$ cat config.mk
export PLATFORM = sky130hd
export DESIGN_NAME = fifo_rd_stream
export DESIGN_NICKNAME = d
export VERILOG_FILES = /design/src/rtl/fifo_rd_stream_pkg.sv /design/src/rtl/fifo_rd_stream_buf.sv /design/src/rtl/fifo_rd_stream.sv
export SDC_FILE = /design/constraint.sdc
export NUM_CORES = 1
export LEC_CHECK = 0
export CORE_MARGIN = 10
export CORE_UTILIZATION = 45
export DETAILED_ROUTE_END_ITERATION = 12
export GPL_TIMING_DRIVEN = 0
export PLACE_DENSITY = 0.73
export SYNTH_ARGS = -nofsm -noshare
export SYNTH_HDL_FRONTEND = slang
export SYNTH_SLANG_ARGS = --single-unit
$ cat constraint.sdc
create_clock -name clk -period 3.6 [get_ports clk]
set_clock_uncertainty 0.05 [all_clocks]
set_input_delay 1.08 -clock clk [delete_from_list [all_inputs] [get_ports clk]]
set_output_delay 1.08 -clock clk [all_outputs]
set_load 0.01 [all_outputs]
$ cat src/rtl/fifo_rd_stream_pkg.sv
// Shared types for the FIFO read-side stream adapter.
package fifo_rd_stream_pkg;
  localparam int unsigned WORDS_W = 32;
  typedef logic [WORDS_W-1:0] words_t;
endpackage

$ cat src/rtl/fifo_rd_stream_buf.sv
// Small register-array circular buffer; head is visible the cycle after push.
// Caller guarantees no push when full and no pop when empty.
module stream_buf #(
  parameter int dta_width = 8,
  parameter int buf_aw    = 1
) (
  input  logic                 clk,
  input  logic                 rst,
  input  logic                 push,
  input  logic [dta_width-1:0] push_dat,
  input  logic                 pop,
  output logic [buf_aw:0]      count,
  output logic [dta_width-1:0] head
);
  localparam int depth = 1 << buf_aw;
  localparam logic [buf_aw-1:0] ptr_one = {{(buf_aw-1){1'b0}}, 1'b1};
  localparam logic [buf_aw:0]   cnt_one = {{buf_aw{1'b0}}, 1'b1};

  logic [dta_width-1:0] mem [depth];
  logic [buf_aw-1:0]    wr_ptr;
  logic [buf_aw-1:0]    rd_ptr;

  always_ff @(posedge clk) begin
    if (rst) begin
      for (int i = 0; i < depth; i++) mem[i] <= '0;
      wr_ptr <= '0;
      rd_ptr <= '0;
      count  <= '0;
    end else begin
      if (push) begin
        mem[wr_ptr] <= push_dat;
        wr_ptr      <= wr_ptr + ptr_one;
      end
      if (pop) rd_ptr <= rd_ptr + ptr_one;
      case ({push, pop})
        2'b10:   count <= count + cnt_one;
        2'b01:   count <= count - cnt_one;
        default: count <= count;
      endcase
    end
  end

  assign head = mem[rd_ptr];
endmodule

$ cat src/rtl/fifo_rd_stream.sv
// Drains a fifo_sc read port into a ready/valid stream; FIFO word to dout in 2 cycles.
// Reads are issued only when a buffer slot is guaranteed, so dout_ready low stalls reads.
module fifo_rd_stream
  import fifo_rd_stream_pkg::*;
#(
  parameter int dta_width = 8,
  parameter int buf_aw    = 1
) (
  input  logic                 clk,
  input  logic                 rst,
  input  logic [dta_width-1:0] fifo_dout,
  input  logic                 fifo_empty,
  input  logic                 fifo_valid,
  input  logic                 fifo_underflow,
  output logic                 fifo_rd_en,
  output logic [dta_width-1:0] dout,
  output logic                 dout_valid,
  input  logic                 dout_ready,
  output logic                 err,
  output logic [31:0]          words
);
  localparam logic [buf_aw:0]   depth_n = {1'b1, {buf_aw{1'b0}}};
  localparam logic [buf_aw+1:0] depth_w = {2'b01, {buf_aw{1'b0}}};
  localparam words_t            words_one = 1;

  logic [buf_aw:0]   count;
  logic [buf_aw+1:0] credit;
  logic              pending;
  logic              rst_q;
  logic              pop;
  logic              push;

  assign dout_valid = (count != '0);
  assign pop        = dout_valid & dout_ready;

  // Words held plus the word in flight, minus the one leaving this cycle.
  assign credit = {1'b0, count}
                + {{(buf_aw+1){1'b0}}, pending}
                - {{(buf_aw+1){1'b0}}, pop};
  assign fifo_rd_en = ~rst & ~fifo_empty & (credit < depth_w);

  // Data in the cycle after reset belongs to a read issued before it.
  assign push = fifo_valid & ~rst_q & (count < depth_n);

  stream_buf #(
    .dta_width (dta_width),
    .buf_aw    (buf_aw)
  ) u_buf (
    .clk      (clk),
    .rst      (rst),
    .push     (push),
    .push_dat (fifo_dout),
    .pop      (pop),
    .count    (count),
    .head     (dout)
  );

  always_ff @(posedge clk) begin
    rst_q <= rst;
    if (rst) begin
      pending <= 1'b0;
      err     <= 1'b0;
      words   <= '0;
    end else begin
      pending <= fifo_rd_en;
      if (~rst_q & (fifo_underflow | (fifo_valid & ~pending))) err <= 1'b1;
      if (pop) words <= words + words_one;
    end
  end
endmodule

After elaboration in Yosys (flattened, before gate mapping):

Memories as Yosys holds them, arrays and structs flattened. A register that Yosys moved wholly into a read port is not among the register bits.
Cells that the tools add are included.

* bits in registers: 39
* memory bits (writable): 16
* input port bits: 14
* output and inout bits: 43
* memories: 1

Memories
* u_buf.mem: words 2, width 8, rd ports 1, clocked after memory_dff 1, wr ports 2, line fifo_rd_stream_buf.sv:19 `logic [dta_width-1:0] mem [depth];`

* $add $sub $neg: 7
* magnitude comparators: 2
* equality and inequality tests: 2
* multiplexer cells: 11
* bitwise logic cells: 12
* reductions and logical operators: 3

Operators with widths (count)
* $add A32 B1 Y32 const B: 1
* $mux W1: 9
* $mux W8: 1
* $reduce_or A8 Y1: 1
* $and A1 B1 Y1: 7
* $not A1 Y1: 4
* $pmux W2 S2: 1
* $reduce_bool A2 Y1: 2
* $add A2 B1 Y3: 1
* $lt A3 B2 Y1 const B: 1
* $sub A3 B1 Y3: 1
* $add A1 B1 Y1 const B: 2
* $add A2 B1 Y2 const B: 1
* $eq A2 B1 Y1 const B: 1
* $eq A2 B2 Y1 const B: 1
* $lt A2 B2 Y1 const B: 1
* $sub A2 B1 Y2 const B: 1
* $or A1 B1 Y1: 1

Logic depth before layout (Yosys ltp):

Gate-level depths: netlist of run 1.

* depth after elaboration: 8
* gate-level depth with buffers: 8
* gate-level depth less buffers: 7

By module:

From an unflattened synthesis of run 1, not the netlist that was laid out.

* cell total of the unflattened synthesis: 266
* area, all modules: 2576.2 sq um

Modules (own cells, without submodules)
* fifo_rd_stream: times used 1, cells each 193, area an instance 1681.6 sq um, sequential area each 700.7 sq um
* stream_buf: times used 1, cells each 73, area an instance 894.6 sq um, sequential area each 580.6 sq um

Worst setup path before layout of run 1:

No wires, ideal clock.

* path type: input to output
* start point: in dout_ready
* end point: out fifo_rd_en
* arrival: 2.836 ns
* data required time: 2.470 ns
* setup slack: -0.366 ns
* stages on the path: 7
* buffers on the path: 1
* cell sequence: and2_1 > clkbuf_1 > ha_1 > nand2b_1 > fa_1 > xor2_1 > nor4b_1

* word-level cells in the longest chain between the ends: 4

Ends and longest elaborated chain
* start, declared: line fifo_rd_stream.sv:18 `input logic dout_ready,`
* $and A1 B1 Y1: line fifo_rd_stream.sv:34 `assign pop = dout_valid & dout_ready;`
* net pop: line fifo_rd_stream.sv:30 `logic pop;`
* $sub A3 B1 Y3: line fifo_rd_stream.sv:39 `- {{(buf_aw+1){1'b0}}, pop};`
* $lt A3 B2 Y1: line fifo_rd_stream.sv:40 `assign fifo_rd_en = ~rst & ~fifo_empty & (credit < depth_w);`
* $and A1 B1 Y1: line fifo_rd_stream.sv:40
* end, declared: line fifo_rd_stream.sv:15 `output logic fifo_rd_en,`

The timed path passes the listed nets, and every way through them passes these cells.

Final worst setup path of run 1:

* start point: in dout_ready
* end point: out fifo_rd_en

* word-level cells in the longest chain between the ends: 4

Ends and longest elaborated chain (line)
* $and A1 B1 Y1: fifo_rd_stream.sv:34
* $sub A3 B1 Y3: fifo_rd_stream.sv:39
* $lt A3 B2 Y1: fifo_rd_stream.sv:40
* $and A1 B1 Y1: fifo_rd_stream.sv:40

Every way passes these cells.

==> results of run 1 <==
## cells by family (layout without fill, tap and decap cells)
| kind of cell | after synthesis | in the layout | synth area share, % |
|---|---|---|---|
| AND/OR/NAND/NOR | 119 | 119 | 26.0 |
| flip-flops | 56 | 56 | 51.1 |
| XOR/XNOR | 31 | 31 | 10.8 |
| buffers and inverters | 16 | 80 | 2.40 |
| AO/OA/AOI/OAI | 15 | 15 | 3.39 |
| multiplexers | 9 | 9 | 3.99 |
| adder cells (fa/ha/maj) | 4 | 4 | 2.30 |
## cell usage in the layout (no fill, tap or decap), types with 10 or more instances in the layout
cell type and n:
clkdlybuf4s50_1 54, dfxtp_1 40, nor2_1 35, xnor2_1 20, and2_1 18, edfxtp_1 16, clkbuf_1 13, nand2_1 11
xor2_1 10
## sequential cells by signal (all words and copies together) (netlist names), named ones only
signal / flops
pending: 1
err: 1
u_buf.wr_ptr: 1
words: 32
u_buf.rd_ptr: 1
rst_q: 1
u_buf.count: 2
u_buf.mem: 16
## power by group
part,internal [mW],switching [mW]
Combinational,0.215,0.158
Sequential,0.693,0.0364
Clock,0.136,0.192
## worst min path at each step
stage                  from   endpoint  slack [ps]  depth (start not counted)
3_3_place_gp            err        err         410                          2
5_1_grt           words[31]  words[31]         480                          2
2_1_floorplan  u_buf.rd_ptr  flip-flop         430                          2
3_5_place_dp            err        err         430                          2
6_report                err        err         440                          2
4_1_cts                 err        err         450                          2
## timing repair
action / in CTS / in global routing
pin swaps: 3 / 3
endpoints found under the setup margin: 1 / 1
cloned: 0 / 0
setup buffers: 1 / 0
gates resized for setup: 10 / 1
## worst max-delay path, cell delays in order
cell	delay, ps
buf_6	90
and2_4	140
ha_4	200
nand2b_4	130
fa_2	390
xor2_4	170
nor4b_4	250
buf_2	170
## layout make-up
cell class	count	area [sq um]	share of cell area, %
sequential	56	1280	38.9
multi-input combinational	178	1220	37.1
timing repair buffer	57	564	17.1
tap	72	90.1	2.73
clock buffer	7	76.3	2.32
buffer	11	41.3	1.25
inverter	4	15.0	0.456
clock inverter	1	3.75	0.114
## stage by stage
| stage | setup WS [ps] | hold slack [ps] | setup TNS, ps | cell area [sq um] | power [mW] |
|---|---|---|---|---|---|
| 2_1_floorplan | -54.3 | 430 | -54.3 | 2560 | 0.975 |
| 6_report | -157 | 439 | -157 | 3300 | 1.43 |
| 5_1_grt | -226 | 483 | -226 | 3300 | 1.51 |
| 3_3_place_gp | -1080 | 408 | -1420 | 3210 | 1.10 |
| 3_5_place_dp | -1100 | 430 | -1660 | 3210 | 1.12 |
| 4_1_cts | -217 | 450 | -217 | 3300 | 1.44 |
## metal layers
layer / global-route usage [%] / wire length (microns) / part of all wire, %
met4: 3.74 / 60 / 1.1
met5: 0 / 0 / 0
met3: 5.79 / 516 / 9.1
met2: 20.8 / 2580 / 46
met1: 14.6 / 2490 / 44
==> flow_metrics.tcl, run 1 <==
set metrics [dict create \
    cts.clk_slew.worst_paths_ps 90 \
    drt-total-wl_microns 5640 \
    path_class "in -> out" \
    synth_nets 268 \
    nNetsFinal 331 \
    peakVddDrop_mv 0.257 \
    vias_per_cell 5.11 \
    status "complete, but fails checks" \
    avgSynthCellArea_sq_um 10.0 \
    ys_ff_latch 56 \
    finalCritPeriodShare_pct 104 \
    track_usage_pct 12.7 \
    fin_cells 386 \
    ioPinCount 57 \
    die_area_sq_um 8950 \
    drc 0 \
    fp-row-count 27 \
    yosysTopAreaCellShare_pct 32.0 \
    num_vias 1974 \
    finalMaxSlewViolations 0 \
    diodes 0 \
    h-tree-depth 2 \
    timing.fmax_mhz 266 \
    rsz0062_at_grt "true" \
    synth_ff_type "dfxtp_1" \
    path_max_fanout 2 \
    firstDrtPassIters 4 \
    maxSlewHeadroom_pct 44.5 \
    first_global_vias 1927 \
    violations "negative setup slack" \
    cts_buffer_depth 2 \
    grt_max_degree 16 \
    dieWidth_microns 94.6 \
    drive_above_1_share_pct 8.92 \
    synth_area_leaders "dfxtp_1 (32%), edfxtp_1 (19%), xnor2_1 (7.0%), nor2_1 (5.2%), and2_1 (4.7%)" \
    core-area_sq_um 5440 \
    n_fill_cell 483 \
    hold_viol_final 0 \
    worst_slew_pin_slew_ps 831 \
    grt_overflow_total 0 \
    syn2layout_area_growth_pct 31.5 \
    holdBufCountCts 0 \
    finalWorstSetupSlack_ps -157 \
    hold_class "reg -> reg" \
    p_leak_nw 1.13 \
    die_h_microns 94.6 \
    ff2ff_path_depth 4 \
    netlist.top_cell.by_area "dfxtp_1" \
    initial_core_util_pct 46.1 \
    gp_congestion 0.818 \
    critPathCaptureType "output pin" \
    crit_path_end "fifo_rd_en" \
    worst_ep_arrival_time_ps 2630 \
    io_buffers 56 \
    wl_per_cell_microns 14.6 \
    power_density_nw_per_um2 434 \
    placed_cells 378 \
    ys_async_sr_fraction_pct 0 \
    r2r_start "u_buf.count[1]" \
    drt_iter0_drc 65 \
    synth_edf_count 16 \
    startpoint_type "input pin" \
    place_hpwl_microns 4110 \
    synthCells 250 \
    startpoint "dout_ready" \
    ys.warnings.count 0 \
    r2r-end "u_buf.mem[1][1]" \
    netlist_area_sq_um 2510 \
    postLayoutCoreUtil_pct 60.6 \
    reg2reg_slack_ps 1070 \
    cts_tree "built" \
    antenna_found_initial 0 \
    yosysMostFrequentCell "dfxtp_1" \
    fin_crit_ps 3760 \
    synth.distinct_cells 31 \
    ys_seq_area_share_pct 51.1 \
    synth_common_cells "dfxtp_1 (40), nor2_1 (35), xnor2_1 (20)" \
    clockRootBuffer "clkbuf_8" \
    cts_made_buffers 5 \
    setup_viol 1 \
    drtAntennaViolNets 0 \
    worstPathRequired_ps 2470 \
    maxCapViolCount 0 \
    grt_pass1_wl_microns 9150 \
    clock_latency_ps 310 \
    clock-sinks 56 \
]
No activity file was read; power rests on OpenSTA's default activity.
==> inputs of run 2 (changes only) <==
MAX_ROUTING_LAYER = met4   (was default)
PLACE_DENSITY = 0.76   (was 0.73)
==> run 2 against run 1 <==
- the flow still finishes with violations (negative setup slack)
- highest routed layer unchanged
- critical path type unchanged
- clock power rose by 9.1%
- routed wire length fell by 1.9%
- utilization rose by 0.069 points
- combinational power fell by 3%
- worst setup slack improved by 29 ps
- register-to-register slack improved by 20 ps
- critical path depth did not move
- via count fell by 1.6%
- non-clock buffer count did not move
==> flow_metrics.tcl, run 2 (same netlist as run 1, synthesis figures left out) <==
set metrics [dict create \
    drt_iter0_drc 78 \
    postLayoutCellArea_sq_um 3300 \
    gp_congestion 0.847 \
    slowest_delay_ps 360 \
    clock-sinks 56 \
    drtAntennaViolNets 0 \
    antenna_found_initial 0 \
    sequentialPowerShare_pct 50.3 \
    cts_buffer_depth 2 \
    switching_power_mw 0.404 \
    pwr-share-clk_pct 24.8 \
    final_cell_mix "clkdlybuf4s50_1 (54), dfxtp_1 (40), nor2_1 (35), xnor2_1 (20), and2_1 (18)" \
    status "complete, but fails checks" \
    initial_core_util_pct 46.1 \
    drc 0 \
    h-tree-depth 2 \
    drt-total-wl_microns 5530 \
    fp-row-count 27 \
    post-place-ws_ps -1090 \
    finalPower_mw 1.45 \
    path_max_fanout 2 \
    grt_pass1_wl_microns 9280 \
    track_usage_pct 13.1 \
    crit_chain "buf_6 -> and2_4 -> ha_4 -> nand2b_4 -> fa_2 -> xor2_2 -> nor4b_4 -> buf_2" \
    dpl_cell_area_sq_um 3210 \
    mostFrequentLayoutCell "clkdlybuf4s50_1" \
    worst_ep_arrival_time_ps 2600 \
    finalCritPeriodShare_pct 104 \
    finalWorstSetupSlack_ps -129 \
    worst-path-buf-inv 2 \
    fin_crit_ps 3730 \
    vias_per_cell 5.03 \
    grt_overflow_total 0 \
    clockRootBuffer "clkbuf_8" \
    whs_ps 443 \
    maxCapViolCount 0 \
    critPathCaptureType "output pin" \
    die_h_microns 94.6 \
    p_leak_nw 1.13 \
    diodes 0 \
    num_vias 1942 \
    maxSlewHeadroom_pct 41.8 \
    largest_reg_flops 32 \
    syn2layout_area_growth_pct 31.7 \
    clock_latency_ps 300 \
    ioPinCount 57 \
    timing.fmax_mhz 268 \
    worstPathRequired_ps 2470 \
    p_int_mw 1.04 \
    power.share.switching_pct 27.9 \
    startpoint_type "input pin" \
    grt_max_degree 20 \
    die_area_sq_um 8950 \
    finalMaxSlewViolations 0 \
    hold_viol_final 0 \
    io_buffers 56 \
    worst_slew_pin_slew_ps 871 \
    nNetsFinal 331 \
    combPwrFrac_pct 25.0 \
    peakVddDrop_mv 0.235 \
    power_density_nw_per_um2 439 \
    rsz0062_at_grt "true" \
    largest_register "words" \
    cts_tree "built" \
    cts.clk_slew.worst_paths_ps 110 \
    dieWidth_microns 94.6 \
    setup_viol 1 \
    hold_class "reg -> reg" \
    place_hpwl_microns 4090 \
    crit_family "adder cells" \
    reg_top3 "words: 32 flops, u_buf.mem: 16 flops, u_buf.count: 2 flops" \
    drive_above_1_share_pct 9.87 \
    holdBufCountCts 0 \
    path_class "in -> out" \
    first_global_vias 1948 \
    violations "negative setup slack" \
    wl_per_cell_microns 14.3 \
    core-area_sq_um 5440 \
    firstDrtPassIters 4 \
    cpMaxStageDelayCell "fa_2" \
    cts_made_buffers 5 \
]
==> run 2: final cells by class <==
class / instances / area [sq um]
plain buffers: 11 / 41.3
multi-input cells: 178 / 1210
clock inverters: 3 / 26.3
clock buffers: 5 / 68.8
repair buffers: 57 / 564
well taps: 72 / 90.1
flip-flops and latches: 56 / 1280
inverters: 4 / 15.0
fillers: 455 / 2140
==> run 2: worst paths after layout <==
check	from	end	slack, ps	cells past startpoint
hold / removal	words[31]	words[31]	440	2
setup reg to reg	u_buf.count[1]	u_buf.mem[1][5]	1090	4
hold reg to reg	words[31]	words[31]	440	2
setup / recovery	dout_ready	fifo_rd_en	-130	8
==> run 2: what timing repair did <==
item / in CTS / in global routing
pin swaps: 3 / 3
endpoints found under the setup margin: 1 / 1
gates cloned: 0 / 0
resized for setup: 10 / 0
setup buffers: 1 / 0
==> run 2: per-stage QoR <==
step	cells	utilization, %	TNS, ps
final	386	60.7	-129
after global routing	386	60.7	-215
after detailed placement	378	59.1	-1860
after global placement	378	59.1	-1160
after floorplan	250	-	-54.3
after CTS	387	60.9	-215
==> run 2: power by group through the flow <==
stage	Clock, mW	Combinational, mW	Sequential [mW]
final	0.358	0.361	0.727
after CTS	0.366	0.378	0.728
after detailed placement	0	0.372	0.743
after global routing	0.397	0.402	0.735
after global placement	0	0.363	0.739
after floorplan	0	0.238	0.738
==> run 2: worst reg2reg max path: stages, from the launching register on <==
cell and delay [ps]:
dfxtp_1 410, or3b_2 490, clkbuf_1 170, nor3b_1 730, or2_2 360
==> run 2: layer usage <==
layer / track usage, % / wire length, microns / vias up
li1: - / - / 983
met2: 20.6 / 2530 / 40
met4: 3.37 / 41 / 0
met3: 3.89 / 295 / 4
met5: - / 0 / -
met1: 16.2 / 2670 / 915
